===== config.mk =====
export PLATFORM = sky130hd
export DESIGN_NAME = id_ex_stage
export DESIGN_NICKNAME = d
export VERILOG_FILES = /design/src/rtl/id_ex_stage.sv
export SDC_FILE = /design/constraint.sdc
export NUM_CORES = 1
export LEC_CHECK = 0
export ABC_AREA = 1
export CAP_MARGIN = 15
export CORE_MARGIN = 3
export CORE_UTILIZATION = 43
export DETAILED_ROUTE_END_ITERATION = 8
export GPL_ROUTABILITY_DRIVEN = 0
export PLACE_DENSITY = 0.81
export SETUP_SLACK_MARGIN = 0.1
export SLEW_MARGIN = 20
export SYNTH_ARGS = -nofsm -noshare
export SYNTH_HDL_FRONTEND = slang
export SYNTH_SLANG_ARGS = --single-unit

===== constraint.sdc =====
create_clock -name clk -period 1.6 [get_ports clk]
set_input_delay 0.32 -clock clk [delete_from_list [all_inputs] [get_ports clk]]
set_output_delay 0.32 -clock clk [all_outputs]
set_load 0.02 [all_outputs]

===== src/rtl/id_ex_stage.sv =====
// ID/EX pipeline register with write-through register-file bypass, load-use
// hazard detection (one bubble per hazard) and a saturating bubble counter.
module id_ex_stage #(
   parameter int unsigned DATA_W = 32,
   parameter int unsigned ADDR_W = 5,
   parameter int unsigned CTRL_W = 8
) (
   input  logic              clk,
   input  logic              rst,
   input  logic              id_valid,
   input  logic [ADDR_W-1:0] id_a1,
   input  logic [ADDR_W-1:0] id_a2,
   input  logic              id_use1,
   input  logic              id_use2,
   input  logic [ADDR_W-1:0] id_rd,
   input  logic              id_we,
   input  logic              id_is_load,
   input  logic [DATA_W-1:0] id_imm,
   input  logic [CTRL_W-1:0] id_ctrl,
   input  logic [DATA_W-1:0] rd1,
   input  logic [DATA_W-1:0] rd2,
   input  logic              wb_we,
   input  logic [ADDR_W-1:0] wb_addr,
   input  logic [DATA_W-1:0] wb_data,
   input  logic              ex_stall,
   input  logic              flush,
   output logic              id_stall,
   output logic              ex_valid,
   output logic [DATA_W-1:0] ex_op1,
   output logic [DATA_W-1:0] ex_op2,
   output logic [DATA_W-1:0] ex_imm,
   output logic [ADDR_W-1:0] ex_rd,
   output logic              ex_we,
   output logic              ex_is_load,
   output logic [CTRL_W-1:0] ex_ctrl,
   output logic [15:0]       bubble_cnt
);

   logic              hazard;
   logic [DATA_W-1:0] op1;
   logic [DATA_W-1:0] op2;

   always_comb begin
      hazard = id_valid & ex_valid & ex_is_load & ex_we &
               ((id_use1 & (id_a1 == ex_rd)) | (id_use2 & (id_a2 == ex_rd)));
      id_stall = ex_stall | (hazard & ~flush);
      // Register file only writes at the edge, so forward the in-flight write.
      op1 = (wb_we && (wb_addr == id_a1)) ? wb_data : rd1;
      op2 = (wb_we && (wb_addr == id_a2)) ? wb_data : rd2;
   end

   always_ff @(posedge clk or negedge rst) begin
      if (!rst) begin
         ex_valid   <= 1'b0;
         ex_op1     <= '0;
         ex_op2     <= '0;
         ex_imm     <= '0;
         ex_rd      <= '0;
         ex_we      <= 1'b0;
         ex_is_load <= 1'b0;
         ex_ctrl    <= '0;
         bubble_cnt <= '0;
      end else if (flush || (!ex_stall && hazard)) begin
         ex_valid   <= 1'b0;
         ex_op1     <= '0;
         ex_op2     <= '0;
         ex_imm     <= '0;
         ex_rd      <= '0;
         ex_we      <= 1'b0;
         ex_is_load <= 1'b0;
         ex_ctrl    <= '0;
         if (!flush && bubble_cnt != 16'hFFFF) begin
            bubble_cnt <= bubble_cnt + 16'd1;
         end
      end else if (!ex_stall) begin
         ex_valid   <= id_valid;
         ex_op1     <= op1;
         ex_op2     <= op2;
         ex_imm     <= id_imm;
         ex_rd      <= id_rd;
         ex_we      <= id_we & id_valid;
         ex_is_load <= id_is_load & id_valid;
         ex_ctrl    <= id_ctrl;
      end
   end

endmodule


==> impl_metrics.ini, run 1 <==
[clock_tree]
cts.htree.levels = 4
cts_buffers = 17
root_buffer = clkbuf_16
clock_latency_ns = 0.42
cts.path.max_buffers = 2
cts_tree = done
clock_sinks = 128
clk_pin_slew_worst_paths_ns = 0.06

[global_routing]
use_met1_pct = 32.4
grtUsageMet3_pct = 8.55
grt_overflow = 0
grt_util_met2_pct = 48.4
first_global_vias = 7624
groute.usage.overall_pct = 28.2
antenna_found_initial = 0
grt.busiest_layer = met2
grt_max_degree = 60
grt_pass1_wl_mm = 39.4

[setup_path]
worst_ep_arrival_time_ns = 1.69
crit_type = reg2out
crit_required_ns = 1.28
worstSetupEndpointType = output pin
cp_max_fo = 4
cp-start-kind = flip-flop

[final_layout]
syn2layout_area_growth_pct = 78.7
num-fill-cells = 1006
multiInputGateArea_mm2 = 0.00347
ff_latch_area_mm2 = 0.00322
fin_cells = 1569
layout.nets = 1512
final_util_pct = 79.7
insertedDiodeCount = 0
drive_gt1_share_pct = 22.5

[die]
coreArea_mm2 = 0.0154
die_y_um = 132
row_count = 45
io_pins = 295
start_util_pct = 44.6
die_w_um = 132
die-area_mm2 = 0.0175

[power_and_ir_drop]
power.leakage_uw = 0.00648
combPwrFrac_pct = 23.3
sw_frac_of_total_pct = 28.0
pwr-share-seq_pct = 35.5
powerDensity_mw_per_mm2 = 853
peakVddDrop_uv = 708
p_sw_uw = 2920
clockPowerShare_pct = 41.2
internal_power_uw = 7520

[logic_synthesis]
seq_area_frac_synth_pct = 46.7
ys.warnings.count = 0
synth_nets = 1135
synth_area_per_cell_um2 = 7.08
ys_types = 24
ys_ff_latch = 128
synthCells = 968
synthesis.area_mm2 = 0.00685

[routing]
drc = 0
drt-total-wl_mm = 27.6
ant_nets = 0
via_per_inst = 5.10
first_iter_violations = 652
vias = 8000
firstDrtPassIters = 6
wl_per_cell_um = 17.6

[sta]
period_share_pct = 126
fin_hold_ws_ns = 0.413
rsz0062_at_grt = true
slew_headroom_pct = 65.9
fin_skew_ns = 0.0122
post-route-min-period_ns = 2.01
slew_violations = 0
finalHoldViolations = 0
worst_slew_pin_slew_ns = 0.511
setup_viol = 129
fmax_mhz = 496
postLayoutSetupSlackWorst_ns = -0.414

[placed_design]
dp_hpwl_mm = 16.9
pre_cts_slack_ns = -0.926
portBuffers = 294
dp.cells = 1501

[status]
violations = negative setup slack
outcome = complete, but fails checks

[worst_hold_path]
hold_class = in2async

[job]
cap_violations = 0
## cell usage in the layout (no fill, tap or decap), drive strengths merged, types with 2 or more instances in the layout
master / n
clkdlybuf4s15: 20
a21oi: 3
clkdlybuf4s50: 160
o21ai: 44
bufinv: 5
clkinv: 4
nor3: 4
dlymetal6s2s: 2
nor2: 153
buf: 109
o22ai: 8
nand3b: 2
nand4: 2
dfrtp: 128
nand2: 377
xnor2: 3
xor2: 5
clkbuf: 31
bufbuf: 3
nand3: 92
inv: 99
dlygate4sd2: 101
## flip-flops by register name, summed over array words and instances (netlist names)
| name | flops |
|---|---|
| ex_rd | 5 |
| bubble_cnt | 16 |
| ex_is_load | 1 |
| ex_op1 | 32 |
| ex_valid | 1 |
| ex_op2 | 32 |
| ex_we | 1 |
| ex_ctrl | 8 |
| ex_imm | 32 |
## worst paths after layout
check,end,cells past startpoint,slack (ns),startpoint
max,id_stall,9,-0.41,ex_rd[0]$_DFFE_PN0P_
min,ex_imm[0]$_DFFE_PN0P_,2,0.41,rst
max reg2reg,ex_op1[27]$_DFFE_PN0P_,15,-0.40,ex_rd[0]$_DFFE_PN0P_
min reg2reg,ex_op2[20]$_DFFE_PN0P_,2,0.48,ex_op2[20]$_DFFE_PN0P_
max in group asynchronous,ex_op1[13]$_DFFE_PN0P_,3,0.61,rst
min in group clk,ex_imm[30]$_DFFE_PN0P_,3,0.45,id_imm[30]
## cell type report
class | count | area share, %
timing repair buffer | 404 | 34.6
multi-input combinational | 694 | 28.4
inverter | 99 | 3.16
clock buffer | 23 | 3.82
clock inverter | 9 | 1.47
tap | 211 | 2.16
sequential | 128 | 26.3
timing repair inverter | 1 | 0.0715
## synthesized netlist by cell type
cell type | instances | share of area (%)
nand2_1 | 372 | 20
nor2_1 | 152 | 8.3
dfrtp_1 | 128 | 47
inv_1 | 95 | 5.2
nand3_1 | 60 | 4.4
o21ai_0 | 44 | 3.2
nand3_2 | 32 | 4.7
clkbuf_1 | 29 | 1.6
buf_2 | 12 | 0.88
o22ai_1 | 8 | 0.73
buf_6 | 5 | 0.82
xor2_1 | 5 | 0.64
inv_2 | 4 | 0.22
a21oi_1 | 3 | 0.22
nand2_2 | 3 | 0.27
nor3_1 | 3 | 0.22
xnor2_1 | 3 | 0.38
buf_1 | 2 | 0.11
nand3b_1 | 2 | 0.22
nand4_1 | 2 | 0.18
ha_1 | 1 | 0.18
nand2_4 | 1 | 0.16
nor2_2 | 1 | 0.091
nor3_2 | 1 | 0.15
## what timing repair did
| item | 4_1_cts | 5_1_grt |
|---|---|---|
| endpoints found under the setup margin | 257 | 142 |
| buffers inserted | 10 | 9 |
| pin swaps | 7 | 9 |
| gates resized for setup | 231 | 129 |
| hold buffers | 1 | 0 |
| hold endpoints to repair | 27 | 0 |
| gates cloned | 12 | 5 |
## cell families after synthesis
| kind of cell | synth area share (%) |
|---|---|
| AND/OR/NAND/NOR | 39.1 |
| buffers and inverters | 8.82 |
| flip-flops | 46.7 |
| AO/OA/AOI/OAI | 4.16 |
| XOR/XNOR | 1.02 |
| adder cells (fa/ha/maj) | 0.183 |
## stage by stage
stage | setup TNS (ns) | power, uW | area, um^2
final | -34.95 | 10400 | 12200
after CTS | -16.66 | 10300 | 11700
after floorplan | 0 | 4640 | 6900
after detailed placement | -69.26 | 5960 | 10700
after global routing | -45.20 | 10800 | 12200
after global placement | -63.61 | 5920 | 10700
## per-layer routing
metal  wire, um  vias up
met3       2270       73
met2      14100      399
met5          0        -
met1      10200     3793
li1           -     3735
met4        963        0
## power groups by stage
stage                     clock (uW)  sequential [uW]  combinational (uW)
after floorplan                    0             4010                 631
after global placement             0             3720                2200
after detailed placement           0             3720                2240
after CTS                       4320             3670                2270
after global routing            4450             3730                2590
final                           4300             3700                2430
## critical path: stages (launching register included)
cell and delay (ns):
dfrtp_2 0.40, inv_2 0.07, nand2_1 0.07, nand2_1 0.07, nor2_2 0.13, nand3_2 0.11
nand2_4 0.10, nand2_4 0.05, o21ai_2 0.13, buf_6 0.14
(Power assumes the default switching activity.)
==> run 2, diff against run 1 <==
- clock period: 1.6 -> 1.88 ns (I/O delays scaled with it)
==> run 2 against run 1 <==
  * Wire length decreased by 14%
  * Register-to-register slack improved by 0.49 ns
  * Setup slack improved by 0.19 ns
  * Sequential share of layout area increased by 1.5 points
  * The run still ends with negative setup slack left
==> impl_metrics.ini, run 2 (synthesized netlist as in run 1, its figures left out) <==
[setup_path]
crit_path_start = id_a1[1]
crit_required_ns = 1.50
cp_max_fo = 2
cp_slowest_cell = clkdlybuf4s50_1
cp_common_cell = nand2_4
crit_chain = clkdlybuf4s50_1 -> inv_1 -> nand2_1 -> nand2_2 -> nor2_2 -> nand3_2 -> nand2_4 -> nand2_4 -> o21ai_2 -> buf_6
cp-start-kind = input port
slowest_delay_ns = 0.49
path_delay_family = buffers and inverters
cp.buffers_inverters = 3
r2r-start = ex_rd[1]$_DFFE_PN0P_
worst_ep_arrival_time_ns = 1.72
worstSetupEndpointType = output pin
crit_type = in2out
ff2ff_path_depth = 13
path_depth = 10

[power_and_ir_drop]
power.leakage_uw = 0.00664
powerDensity_mw_per_mm2 = 721
peakVddDrop_uv = 607
total_power_uw = 8290

[die]
die_w_um = 132
start_util_pct = 44.6
die-area_mm2 = 0.0175
row_count = 45
coreArea_mm2 = 0.0154
io_pins = 295
die_y_um = 132

[clock_tree]
clock_sinks = 128
cts.path.max_buffers = 2
clock_latency_ns = 0.41
root_buffer = clkbuf_16
cts_tree = done
clk_pin_slew_worst_paths_ns = 0.06
cts_buffers = 17
cts.htree.levels = 4

[placed_design]
pre_cts_slack_ns = -0.863
portBuffers = 294
dp.cells = 1481
dp_hpwl_mm = 16.9

[sta]
period_share_pct = 112
fmax_mhz = 476
setup_viol = 1
postLayoutSetupSlackWorst_ns = -0.220
slew_headroom_pct = 70.3
fin_skew_ns = 0.00676
post-route-min-period_ns = 2.10
slew_violations = 0
finalHoldViolations = 0
worst_slew_pin_slew_ns = 0.446
rsz0062_at_grt = true

[global_routing]
grt_overflow = 0
grt_pass1_wl_mm = 36.5
first_global_vias = 7316
grt_max_degree = 63
antenna_found_initial = 0
groute.usage.overall_pct = 25.6

[routing]
drt-total-wl_mm = 23.7
drc = 0
via_per_inst = 4.91
ant_nets = 0
vias = 7551
firstDrtPassIters = 5
wl_per_cell_um = 15.4
first_iter_violations = 488

[status]
outcome = complete, but fails checks
violations = negative setup slack

[final_layout]
reg_top3 = ex_imm (32), ex_op1 (32), ex_op2 (32)
syn2layout_area_growth_pct = 67.8
insertedDiodeCount = 0
final_common_cell = nand2_1
fin_cells = 1537
final_util_pct = 74.8
mostFrequentLayoutCells = nand2_1 (367), clkdlybuf4s50_1 (175), nor2_1 (148)
drive_gt1_share_pct = 13.3
layout.nets = 1480

[worst_hold_path]
hold_class = in2async

[job]
cap_violations = 0
[run 2: changes by cell type in the layout (fill, tap and decap cells not counted), sizes merged]
cell and change:
bufinv -3, dlygate4sd2 -28, clkdlybuf4s15 -19, bufbuf -3
buf -33, dlymetal6s2s +41, inv +1, clkinvlp +5
clkbuf -7, clkdlybuf4s50 +15, nand2 -1
[run 2: layout make-up]
type	count	area (um^2)
fill	1117	3880
tap	211	264
clock buffer	19	453
timing repair buffer	374	3900
sequential	128	3200
inverter	99	388
multi-input combinational	693	3150
clock inverter	13	138
[run 2: worst paths after layout]
path,end,slack [ns]
min reg2reg,ex_op1[22]$_DFFE_PN0P_,0.47
max reg2reg,ex_op1[31]$_DFFE_PN0P_,0.09
min in group clk,ex_op1[22]$_DFFE_PN0P_,0.47
min,ex_op1[8]$_DFFE_PN0P_,0.43
max in group asynchronous,bubble_cnt[2]$_DFFE_PN0P_,0.79
max,id_stall,-0.22
[run 2: what timing repair did]
action,in CTS,in global routing
gates cloned,0,7
buffers inserted,13,7
hold endpoints to repair,21,0
setup endpoints to repair,141,167
hold buffers,1,0
pin swaps,5,7
gates resized for setup,99,78
[run 2: report_power, final]
| group | internal, uW | switching (uW) | total [uW] |
|---|---|---|---|
| registers | 2960 | 150 | 3110 |
| logic | 933 | 970 | 1900 |
| clock network | 2020 | 1250 | 3270 |
[run 2: per-layer routing]
layer / vias to the layer above / part of all wire (%) / global-route usage (%)
li1: 3649 / - / -
met1: 3554 / 39 / 31.0
met2: 309 / 49 / 42.6
met3: 39 / 9.3 / 9.24
met4: 0 / 2.1 / 8.20
met5: - / 0 / 0
[run 2: per-stage QoR]
stage | area, um^2 | setup TNS (ns) | hold WS [ns]
after floorplan | 6850 | 0 | 0.0804
after global placement | 10400 | -35.73 | 0.312
after detailed placement | 10400 | -42.41 | 0.307
after CTS | 11100 | -0.298 | 0.426
after global routing | 11500 | -0.378 | 0.447
final | 11500 | -0.220 | 0.433
==> run 3, diff against run 2 <==
- CTS_CLUSTER_SIZE: unset -> 8
- REMOVE_ABC_BUFFERS: unset -> 1
==> run 3 against run 2 <==
  * The flow still finishes with violations (negative setup slack)
  * Count of clock-buffer cells in the layout up 3
  * Via count down 3.4%
  * Combinational power down 5%
  * Sequential power about the same
==> impl_metrics.ini, run 3 (synthesized netlist as in run 1, its figures left out) <==
[status]
outcome = complete, but fails checks
violations = negative setup slack

[die]
io_pins = 295
row_count = 45
die_w_um = 132
start_util_pct = 44.6
die-area_mm2 = 0.0175
die_y_um = 132
coreArea_mm2 = 0.0154

[setup_path]
worstSetupEndpointType = output pin
cp_slowest_cell = dfrtp_1
crit_required_ns = 1.50
cp-start-kind = flip-flop
crit_chain = inv_2 -> nand2_2 -> nand2_1 -> nor2_1 -> nand3_1 -> nand2_2 -> nand2_2 -> o21ai_2 -> buf_4 -> buf_6
crit_type = reg2out
slowest_delay_ns = 0.42
worst_ep_arrival_time_ns = 1.78
cp_common_cell = nand2_2
path_delay_family = simple AND/OR/NAND/NOR gates
cp.buffers_inverters = 3
cp_max_fo = 4

[sta]
worst_slew_pin_slew_ns = 0.461
postLayoutSetupSlackWorst_ns = -0.280
slew_violations = 0
fin_hold_ws_ns = 0.360
finalHoldViolations = 0
period_share_pct = 115
fin_skew_ns = 0.00902
rsz0062_at_grt = true
post-route-min-period_ns = 2.16
fmax_mhz = 463
setup_viol = 1
slew_headroom_pct = 69.3
setup_tns_ns = -0.280

[clock_tree]
clock_sinks = 128
cts.htree.levels = 4
root_buffer = clkbuf_16
cts_tree = done
clk_pin_slew_worst_paths_ns = 0.06
clock_latency_ns = 0.41
cts_buffers = 17
cts.path.max_buffers = 2

[global_routing]
grt_overflow = 0
first_global_vias = 6918
antenna_found_initial = 1
groute.usage.overall_pct = 25.2
grt_max_degree = 65
grt_pass1_wl_mm = 35.5

[power_and_ir_drop]
powerDensity_mw_per_mm2 = 730
peakVddDrop_uv = 544
power.leakage_uw = 0.00647

[final_layout]
final_common_cell = nand2_1
syn2layout_area_growth_pct = 62.0
multiInputGateArea_mm2 = 0.00309
num-fill-cells = 1216
drive_gt1_share_pct = 11.5
fin_cells = 1518
mostFrequentLayoutCells = nand2_1 (369), clkdlybuf4s50_1 (170), nor2_1 (150)
reg_top3 = ex_imm (32), ex_op1 (32), ex_op2 (32)
ff_latch_area_mm2 = 0.00320
layout.nets = 1461

[routing]
vias = 7295
ant_nets = 0
first_iter_violations = 422
firstDrtPassIters = 5
via_per_inst = 4.81
drt-total-wl_mm = 22.6
wl_per_cell_um = 14.9
drc = 0

[job]
cap_violations = 0

[placed_design]
dp.cells = 1479
dp_hpwl_mm = 16.2
portBuffers = 294

[worst_hold_path]
hold_class = in2async
==> run 3: cell count changes in the layout (fill, tap and decap cells not counted), sizes merged <==
cell	change
buf	-13
dlymetal6s2s	+3
clkdlybuf4s50	-5
clkinv	-1
clkbuf	-2
clkdlybuf4s15	-1
clkinvlp	-1
inv	-1
bufinv	-1
dlygate4sd2	+2
diode	+1
==> run 3: layer usage <==
layer / vias to the layer above / track usage, % / routed length (um)
met5: - / 0 / 0
met4: 0 / 8.95 / 502
met3: 34 / 9.66 / 2320
met2: 304 / 41.2 / 10900
met1: 3346 / 30.6 / 8900
li1: 3611 / - / -
==> run 3: final timing paths <==
check / to / slack (ns) / start / depth (start not counted)
min in group clk: ex_op1[9]$_DFFE_PN0P_ / 0.47 / ex_op1[9]$_DFFE_PN0P_ / 2
min: ex_op1[27]$_DFFE_PN0P_ / 0.36 / rst / 2
max in group asynchronous: bubble_cnt[2]$_DFFE_PN0P_ / 0.90 / rst / 3
max reg2reg: bubble_cnt[13]$_DFFE_PN0P_ / 0.20 / ex_rd[4]$_DFFE_PN0P_ / 13
min reg2reg: ex_op1[9]$_DFFE_PN0P_ / 0.47 / ex_op1[9]$_DFFE_PN0P_ / 2
max: id_stall / -0.28 / ex_rd[4]$_DFFE_PN0P_ / 10
==> run 3: cell type report <==
class                      instances  share of cell area, %
tap                              211                   2.38
antenna                            1                 0.0225
sequential                       128                   28.9
clock buffer                      22                   4.45
multi-input combinational        693                   27.8
inverter                          99                   3.35
timing repair buffer             355                   32.4
clock inverter                     9                  0.744
==> run 3: power breakdown <==
group	switching, uW	total (uW)	leakage (uW)	internal, uW
clock network	1200	3180	0.000272	1980
registers	147	3110	0.00168	2960
logic	934	1810	0.00452	878
==> run 3: repair_timing <==
item	in CTS	in global routing
hold endpoints to repair	6	0
hold buffers	1	0
gates resized for setup	87	60
setup endpoints to repair	73	77
pin swaps	3	7
buffers inserted	1	5
==> run 3: metrics by stage <==
| step | util [%] | instance area, um^2 | power, uW | worst slack, ns |
|---|---|---|---|---|
| 2_1_floorplan | - | 6620 | 3900 | -3.23 |
| 3_3_place_gp | 67.6 | 10400 | 4980 | -0.845 |
| 3_5_place_dp | 67.6 | 10400 | 5010 | -0.886 |
| 4_1_cts | 70.9 | 10900 | 8130 | -0.313 |
| 5_1_grt | 72.2 | 11100 | 8450 | -0.401 |
| 6_report | 72.2 | 11100 | 8100 | -0.280 |
